## src/rtl/bias_update_seq.sv

```systemverilog
// Bias-update sequencer: for one layer, reads each bias, strobes the bias calculator,
// then writes the calculator's registered result back to the same BRAM address.
module bias_update_seq #(
    parameter int unsigned DWIDTH       = 32,
    parameter int unsigned AWIDTH       = 10,
    parameter int unsigned HiddenNeuron = 16,
    parameter int unsigned OutNeuron    = 4,
    parameter int unsigned Layer        = 3,
    parameter int unsigned BIAS_BASE    = 0
) (
    input  logic              clk,
    input  logic              rst_n,
    input  logic              start,
    input  logic [1:0]        layer_sel,
    input  logic [DWIDTH-1:0] new_bias,
    output logic              bram_en,
    output logic              bram_we,
    output logic [AWIDTH-1:0] bram_addr,
    output logic [DWIDTH-1:0] bram_din,
    output logic [4:0]        delta_addr,
    output logic              en_b_back,
    output logic              busy,
    output logic              done,
    output logic              err
);

    localparam int unsigned LastLayer = Layer - 2;

    typedef enum logic [2:0] {
        StIdle,
        StRead,
        StCalc,
        StWrite,
        StDone
    } state_e;

    state_e     state;
    logic [1:0] layer_q;
    logic [4:0] idx_q;

    function automatic logic [AWIDTH-1:0] base_of(input logic [1:0] l);
        return AWIDTH'(BIAS_BASE) + AWIDTH'(l) * AWIDTH'(HiddenNeuron);
    endfunction

    function automatic logic [4:0] last_idx(input logic [1:0] l);
        return (32'(l) == LastLayer) ? 5'(OutNeuron - 1) : 5'(HiddenNeuron - 1);
    endfunction

    assign bram_din = new_bias;

    // Outputs are loaded with the values of the state being entered, so they
    // behave as a Moore decode of the registered state without any glitching.
    always_ff @(posedge clk or negedge rst_n) begin
        if (!rst_n) begin
            state      <= StIdle;
            layer_q    <= 2'd0;
            idx_q      <= 5'd0;
            bram_en    <= 1'b0;
            bram_we    <= 1'b0;
            bram_addr  <= '0;
            delta_addr <= 5'd0;
            en_b_back  <= 1'b0;
            busy       <= 1'b0;
            done       <= 1'b0;
            err        <= 1'b0;
        end else begin
            done      <= 1'b0;
            err       <= 1'b0;
            en_b_back <= 1'b0;
            unique case (state)
                StIdle: begin
                    if (start) begin
                        if (32'(layer_sel) <= LastLayer) begin
                            layer_q    <= layer_sel;
                            idx_q      <= 5'd0;
                            state      <= StRead;
                            busy       <= 1'b1;
                            bram_en    <= 1'b1;
                            bram_we    <= 1'b0;
                            bram_addr  <= base_of(layer_sel);
                            delta_addr <= 5'd0;
                        end else begin
                            err <= 1'b1;
                        end
                    end
                end
                StRead: begin
                    state     <= StCalc;
                    bram_en   <= 1'b0;
                    en_b_back <= 1'b1;
                end
                StCalc: begin
                    // bram_addr still holds base+idx from the read
                    state   <= StWrite;
                    bram_en <= 1'b1;
                    bram_we <= 1'b1;
                end
                StWrite: begin
                    bram_we <= 1'b0;
                    if (idx_q == last_idx(layer_q)) begin
                        state      <= StDone;
                        bram_en    <= 1'b0;
                        busy       <= 1'b0;
                        done       <= 1'b1;
                        bram_addr  <= '0;
                        delta_addr <= 5'd0;
                    end else begin
                        idx_q      <= idx_q + 5'd1;
                        state      <= StRead;
                        bram_en    <= 1'b1;
                        bram_addr  <= base_of(layer_q) + AWIDTH'(idx_q + 5'd1);
                        delta_addr <= idx_q + 5'd1;
                    end
                end
                StDone: begin
                    state <= StIdle;
                    idx_q <= 5'd0;
                end
                default: begin
                    state   <= StIdle;
                    busy    <= 1'b0;
                    bram_en <= 1'b0;
                    bram_we <= 1'b0;
                end
            endcase
        end
    end

endmodule
```

## config.mk

```make
export PLATFORM = sky130hd
export DESIGN_NAME = bias_update_seq
export DESIGN_NICKNAME = d
export VERILOG_FILES = /design/src/rtl/bias_update_seq.sv
export SDC_FILE = /design/constraint.sdc
export NUM_CORES = 1
export LEC_CHECK = 0
export CAP_MARGIN = 20
export CORE_AREA = 5 5 70 85
export DETAILED_ROUTE_END_ITERATION = 8
export DIE_AREA = 0 0 75 90
export GPL_ROUTABILITY_DRIVEN = 0
export PLACE_DENSITY = 0.69
export SLEW_MARGIN = 30
export SYNTH_ARGS = -nofsm -noshare
export SYNTH_HDL_FRONTEND = slang
export SYNTH_SLANG_ARGS = --single-unit
```

## constraint.sdc

```tcl
create_clock -name clk -period 3.4 [get_ports clk]
set_clock_uncertainty 0.15 [all_clocks]
set_input_delay 0.68 -clock clk [delete_from_list [all_inputs] [get_ports clk]]
set_output_delay 0.68 -clock clk [all_outputs]
set_load 0.05 [all_outputs]
```

# Word level (Yosys, flattened, before mapping)
# Index checks and enable logic that the tools add are counted.
totals:
  mem_bits_ro: 0
  output_inout_bits: 53
  mem_bits_rw: 0
  word_cells: 70
  latch_bits: 0
  input_bits: 37
  memories: 0
  ff_bits: 31
classes:
  n_div: 0
  n_mul: 0
  n_reduce_logical: 12
  n_eq_ne: 10
  n_mux: 30
  n_addsub: 3
  magnitude_cmp: 1
  n_shift: 0
  n_bitwise: 3
ops:
  columns: ["operator", "count"]
  rows:
  - ["$mux W10", 2]
  - ["$mux W5", 4]
  - ["$pmux W10 S2", 1]
  - ["$pmux W5 S3", 1]
  - ["$mux W1", 12]
  - ["$pmux W3 S4", 1]
  - ["$reduce_and A3 Y1", 4]
  - ["$pmux W5 S2", 1]
  - ["$mux W3", 3]
  - ["$ne A2 B2 Y1 const B", 4]
  - ["$reduce_and A4 Y1", 2]
  - ["$add A6 B6 Y7", 1]
  - ["$mux W7", 1]
  - ["$add A5 B1 Y6 const B", 1]
  - ["$eq A3 B2 Y1 const B", 2]
  - ["$pmux W1 S3", 2]
  - ["$add A5 B1 Y5 const B", 1]
  - ["$eq A5 B4 Y1", 1]
  - ["$mux W4", 1]
  - ["$pmux W1 S4", 1]
  - ["$eq A3 B1 Y1 const B", 1]
  - ["$eq A3 B3 Y1 const B", 1]
  - ["$logic_not A3 Y1", 1]
  - ["$not A1 Y1", 3]
  - ["other kinds (7)", 7]

# Depth between registers and ports, before layout
# Gate-level depths: netlist (run 1).
depth:
  ltp_word: 5
  mapped_depth: 5
  mapped_depth_nobuf: 5

# Worst setup path after synthesis (run 1)
# No wires, ideal clock.
synth_timing:
  kind: "input -> register"
  startpoint: "input port layer_sel[1]"
  endpoint: "register bram_addr[4]"
  path_buffers: 0
  arrival_ns: 1.626
  path_stages: 4
  setup_time_ns: 0.077
  required_ns: 3.173
  setup_slack_ns: 1.547
  path_cell_list: "or4b_4 a21o_4 nor2b_4 a21oi_1"
synth_between:
  elab_chain_cells: 3
synth_rtl:
  columns: ["item", "line_no", "source"]
  rows:
  - ["start: declaration", "14", "input logic [1:0] layer_sel,"]
  - ["$le A2 B1 Y1", "73", "if (32'(layer_sel) <= LastLayer) begin"]
  - ["$ne A2 B2 Y1 (no source line)", null, null]
  - ["$reduce_and A3 Y1 (no source line)", null, null]
  - ["end signal: assignment", "80", "bram_addr <= base_of(layer_sel);"]
  - ["end signal: assignment", "111", "bram_addr <= base_of(layer_q) + AWIDTH'(idx_q + 5'd1);"]
  - ["end: declaration", "18", "output logic [AWIDTH-1:0] bram_addr,"]
# No other way between the ends.
# A chain may end at the register's enable or synchronous reset.

# Worst setup path after layout (run 1)
layout_timing:
  startpoint: "register bram_addr[4]"
  endpoint: "output port bram_addr[4]"
# No word-level cell between the ends.

==> reports/metrics.cfg, run 1 <==
[timing]
slew-limit-headroom_pct = 63.0
hold_violations = 0
final_max_slew_viol_count = 0
totalNegativeSetupSlack_ns = 0
finalSetupViolCount = 0
finalCriticalPeriod_ns = 2.32
tightest_slew_ns = 0.554
layout_setup_ws_ns = 1.08
fin_crit_sh_pct = 68.1
timing.fmax_ghz = 0.432
rsz0062_at_grt = false
fin_hold_ws_ns = 0.334

[synth]
ys_seq_area_share_pct = 40.7
synthMuxAreaShare_pct = 5.01
yosys.cell_types.count = 38
yosysWarnings = 0
synthTopCellsByArea = dfrtp_1 41%, buf_4 20%, o21ai_0 3.7%, nand2_1 3.1%, mux2i_1 2.7%
synthFlopType = dfrtp_1
netlist_area_um2 = 1470
syn_inst = 153
synthSimpleGateAreaFrac_pct = 14.9
synth_edf_count = 0
synth_area_leader_cell = dfrtp_1
synth-seq-cells = 24
synth-compound-area-share_pct = 11.6
synth_top_area_share_pct = 40.7
async_flop_share_pct = 100
synthAdderAreaFrac_pct = 1.70
synth_area_per_cell_um2 = 9.63
synth_top_family_by_area = buffers and inverters
synth_xor_area_share_pct = 3.57

[power]
p_leak_nw = 0.654
vdd_drop_max_mv = 0.244
power_mw = 1.59
power_density_nw_per_um2 = 1040

[layout]
synthToLayoutAreaGrowth_pct = 3.74
fill_cells = 526
postLayoutCoreUtil_pct = 29.9
diodes = 0
final_cell_mix = 24 x dfrtp_1, 22 x clkdlybuf4s50_1, 12 x nand2_1
final_common_cell = dfrtp_1
nets = 180
drive_gt1_share_pct = 8.57

[global_routing]
grt_pass1_vias = 925
antenna_found_initial = 0
gr-total-overflow = 0
track_usage_pct = 8.43
grt_max_degree = 25
grt_pass1_wl_mm = 4.54

[setup_path]
slowest_delay_ns = 0.82
path_delay_family = buffers and inverters
critPathArrivalTime_ns = 1.49
start_kind = flop
r2r_setup_slack_ns = 1.52
path_buf_inv = 1
critPathMaxFanout = 2
required_ns = 2.57
path_class = flop to primary output
cp-end-kind = primary output
cp_cell_sequence = clkdlybuf4s50_1
crit_slowest_cell = clkdlybuf4s50_1

[floorplan]
core_um2 = 5120
rows = 29
initial_core_util_pct = 28.8
pin_count = 90
fp.dieW_um = 75
die_height_um = 90
die_area_um2 = 6750

[clock_network]
htreeDepth = 1
cts_resized = 0
cts_tree = built
clk_latency_ns = 0.27
post-cts-setup-buffer-count = 0
cts_inserted_buffers = 3
clock-sinks = 24
clockBufferDepth = 2
cts_root_buf = clkbuf_8
cts-hold-fix-buffers = 0
clkSlewWorstSetupHoldPaths_ns = 0.09

[drt]
drc = 0
first_pass_iters = 4
drt_iter0_drc = 69
wl_per_cell_um = 13.4
wirelength_mm = 2.71
vias_per_cell = 4.64
ant_nets = 0
via_count = 937

[placement]
dp_slack_ns = 0.900
dpl.hpwl_mm = 2.01
portBuffers = 22

[min_path]
hp-class = flop to flop

[flow_run]
drv_cap = 0

[outcome]
status = finished, final reports clean

power breakdown:
group / leakage [nW] / switching, mW / internal [mW]
logic: 0.322 / 0.557 / 0.327
clock network: 0.0288 / 0.0950 / 0.103
registers: 0.304 / 0.115 / 0.391
cell usage after synthesis (3+ instances only):
cell type  number
buf_4          39
dfrtp_1        24
nand2_1        12
o21ai_0        11
nor2_1          8
inv_1           4
mux2i_1         4
nand3_1         4
xnor2_1         4
a21oi_1         3
nor3_1          3
o211ai_1        3
area by class of cell:
cell class                      count  area (µm²)  share of cell area (%)
Multi-Input combinational cell     85         553                    36.2
Tap cell                           62        77.6                    5.07
Sequential cell                    24         601                    39.3
Inverter                            4        15.0                   0.982
Clock buffer                        4        55.1                    3.60
Timing Repair Buffer               23         228                    14.9
path summary, 6_finish.rpt:
| path | from | end | depth (start not counted) |
|---|---|---|---|
| hold reg to reg | bram_addr[5] | bram_addr[5] | 2 |
| max in group asynchronous | rst_n | layer_q[1] | 2 |
| hold / removal | bram_addr[5] | bram_addr[5] | 2 |
| setup reg to reg | idx_q[0] | delta_addr[3] | 4 |
| setup / recovery | bram_addr[4] | bram_addr[4] | 1 |
| min in group asynchronous | rst_n | bram_addr[4] | 2 |
cells by family after synthesis:
logic type	count (synthesis)
compound gates	27
fa+ha+maj	2
xor+xnor	6
simple gates	41
buf+inv	46
flops	24
other cells	1
mux	6
metal layers:
layer | GRT usage (%) | part of all wire, % | routed length [µm] | vias to the layer above
li1 | - | - | - | 446
met1 | 10.5 | 39 | 1050 | 456
met2 | 13.3 | 51 | 1390 | 25
met3 | 2.57 | 8.0 | 217 | 10
met4 | 3.41 | 1.9 | 52 | 0
met5 | 0 | 0 | 0 | -
sequential cells by signal, summed over array words and instances (netlist names):
| signal | flops |
|---|---|
| bram_addr | 3 |
| bram_en | 1 |
| bram_we | 1 |
| busy | 1 |
| delta_addr | 5 |
| done | 1 |
| en_b_back | 1 |
| err | 1 |
| idx_q | 5 |
| layer_q | 2 |
| state | 3 |
worst reg2reg max path, cell delays in order (launching register included):
cell and delay [ns]:
dfrtp_1 0.41, ha_1 0.31, nand2b_1 0.19, o21ai_1 0.49
o21ai_0 0.19
metrics by stage:
stage	cells	cell area, µm²
after floorplan	155	1480
after global placement	198	1470
after detailed placement	198	1470
after CTS	202	1530
after global routing	202	1530
final	202	1530
No activity file was read; power rests on OpenSTA's default activity.
==> run 2, diff against run 1 <==
--- a/config.mk
+++ b/config.mk
@@ -10,7 +10,7 @@
 export DETAILED_ROUTE_END_ITERATION = 8
 export DIE_AREA = 0 0 75 90
 export GPL_ROUTABILITY_DRIVEN = 0
-export PLACE_DENSITY = 0.69
+export PLACE_DENSITY = 0.72
 export SLEW_MARGIN = 30
 export SYNTH_ARGS = -nofsm -noshare
 export SYNTH_HDL_FRONTEND = slang
==> constraint.sdc (replaced) <==
create_clock -name clk -period 2 [get_ports clk]
set_clock_uncertainty 0.15 [all_clocks]
set_input_delay 0.4 -clock clk [delete_from_list [all_inputs] [get_ports clk]]
set_output_delay 0.4 -clock clk [all_outputs]
set_load 0.05 [all_outputs]
==> reports/metrics.cfg, run 2 (synthesis gave the netlist of run 1 again) <==
[layout]
multi_input_area_um2 = 553  ; unchanged
fin_area_um2 = 1520  ; was 1530 µm²
finalNonFillerCells = 208  ; was 202
nets = 187  ; was 180
layout.area.seq_um2 = 601  ; unchanged
drive_gt1_share_pct = 24.7  ; was 8.57%
diodes = 0  ; unchanged
final_cell_mix = 26 x buf_4, 24 x dfrtp_1, 12 x nand2_1  ; was 24 x dfrtp_1, 22 x clkdlybuf4s50_1, 12 x nand2_1
fill_cells = 543  ; was 526
synthToLayoutAreaGrowth_pct = 3.31  ; was 3.74%
final_common_cell = buf_4  ; was dfrtp_1
reg.largest.list = delta_addr: 5 flops, idx_q: 5 flops  ; unchanged
postLayoutCoreUtil_pct = 29.8  ; was 29.9%

[timing]
timing.fmax_ghz = 0.549
totalNegativeSetupSlack_ns = 0  ; unchanged
final_max_slew_viol_count = 0  ; unchanged
layout_setup_ws_ns = 0.178  ; was 1.08 ns
fin_hold_ws_ns = 0.334  ; about the same
fin_crit_sh_pct = 91.1
finalSetupViolCount = 0  ; unchanged
rsz0062_at_grt = false  ; unchanged
finalCriticalPeriod_ns = 1.82
hold_violations = 0  ; unchanged

[floorplan]
rows = 29  ; unchanged
die_area_um2 = 6750  ; unchanged
fp.dieW_um = 75  ; unchanged
initial_core_util_pct = 28.8  ; unchanged
core_um2 = 5120  ; unchanged
die_height_um = 90  ; unchanged
pin_count = 90  ; unchanged

[clock_network]
post-cts-setup-buffer-count = 0  ; unchanged
cts_root_buf = clkbuf_8  ; unchanged
cts_tree = built  ; unchanged
clockBufferDepth = 2  ; unchanged
cts_resized = 0  ; unchanged
clock-sinks = 24  ; unchanged
clk_latency_ns = 0.26  ; was 0.27 ns
clkSlewWorstSetupHoldPaths_ns = 0.08  ; was 0.09 ns
cts-hold-fix-buffers = 0  ; unchanged
htreeDepth = 1  ; unchanged
cts_inserted_buffers = 3  ; unchanged

[setup_path]
cp-end-kind = flop  ; was primary output
path_buf_inv = 1  ; unchanged
critPathMaxFanout = 7  ; was 2
cp_cell_sequence = clkdlybuf4s50_1, or4b_4, a21o_4, nor2b_4, a21oi_1  ; was clkdlybuf4s50_1
required_ns = 2.04  ; was 2.57 ns
path_class = input port to flop  ; was flop to primary output
slowest_delay_ns = 0.49  ; was 0.82 ns
crit_slowest_cell = clkdlybuf4s50_1  ; unchanged
path_delay_family = simple AND/OR/NAND/NOR gates  ; was buffers and inverters
critPathArrivalTime_ns = 1.87  ; was 1.49 ns
start_kind = input port  ; was flop

[power]
power_mw = 2.65  ; was 1.59 mW
vdd_drop_max_mv = 0.375  ; was 0.244 mV
power_density_nw_per_um2 = 1740  ; was 1040 nW/µm²
p_leak_nw = 0.706  ; was 0.654 nW

[min_path]
hp-class = flop to flop  ; unchanged

[drt]
vias_per_cell = 4.51  ; was 4.64
wl_per_cell_um = 12.3  ; was 13.4 µm
drt_iter0_drc = 41  ; was 69
via_count = 938  ; was 937
wirelength_mm = 2.56  ; was 2.71 mm
first_pass_iters = 4  ; unchanged
ant_nets = 0  ; unchanged
drc = 0  ; unchanged

[global_routing]
grt_pass1_vias = 921  ; was 925
antenna_found_initial = 0  ; unchanged
grt_pass1_wl_mm = 4.33  ; was 4.54 mm
grt_max_degree = 25  ; unchanged
track_usage_pct = 8.01  ; was 8.43%
gr-total-overflow = 0  ; unchanged

[placement]
dp_slack_ns = -0.101  ; was 0.900 ns
dp.cells = 205  ; was 198
dpl.hpwl_mm = 1.90  ; was 2.01 mm
place_area_um2 = 1480  ; was 1470 µm²
portBuffers = 22  ; unchanged

[flow_run]
drv_cap = 0  ; unchanged

[outcome]
status = finished, final reports clean  ; unchanged

==> run 2: cell types whose count changed in the layout (fill, tap and decap cells not counted), sizes merged <==
cell           previous run  this run
clkbuf                    4         3
buf                       1        26
clkdlybuf4s50            22         4
==> run 2: area by class of cell <==
class	count	area share, %
Clock buffer	3	2.71
Multi-Input combinational cell	85	36.3
Timing Repair Buffer	30	15.4
Tap cell	62	5.09
Sequential cell	24	39.4
Inverter	4	0.986
==> run 2: worst min-delay path: cells and delay by family (launching register included) <==
family	cells	cell delay (ns)
AO/OA/AOI/OAI	1	0.06
flip-flops	1	0.35
AND/OR/NAND/NOR	1	0.05
==> run 2: routing by layer <==
layer / part of all wire, % / vias to the layer above / global-route usage (%)
li1: - / 465 / -
met1: 41 / 443 / 9.75
met5: 0 / - / 0
met2: 51 / 26 / 12.6
met3: 6.3 / 4 / 2.01
met4: 1.5 / 0 / 4.15
==> run 2: path summary, 6_finish.rpt <==
check,startpoint,endpoint,slack (ns),cells after the start
max,start,bram_addr[4],0.18,5
min,bram_addr[5],bram_addr[5],0.33,2
max reg2reg,idx_q[0],idx_q[0],0.23,5
min reg2reg,bram_addr[5],bram_addr[5],0.33,2
max in group asynchronous,rst_n,en_b_back,1.12,2
min in group asynchronous,rst_n,delta_addr[4],0.34,2
==> run 2: power breakdown <==
part	internal, mW	switching (mW)	total [mW]
clock network	0.135	0.149	0.284
logic	0.559	0.967	1.53
registers	0.665	0.176	0.841
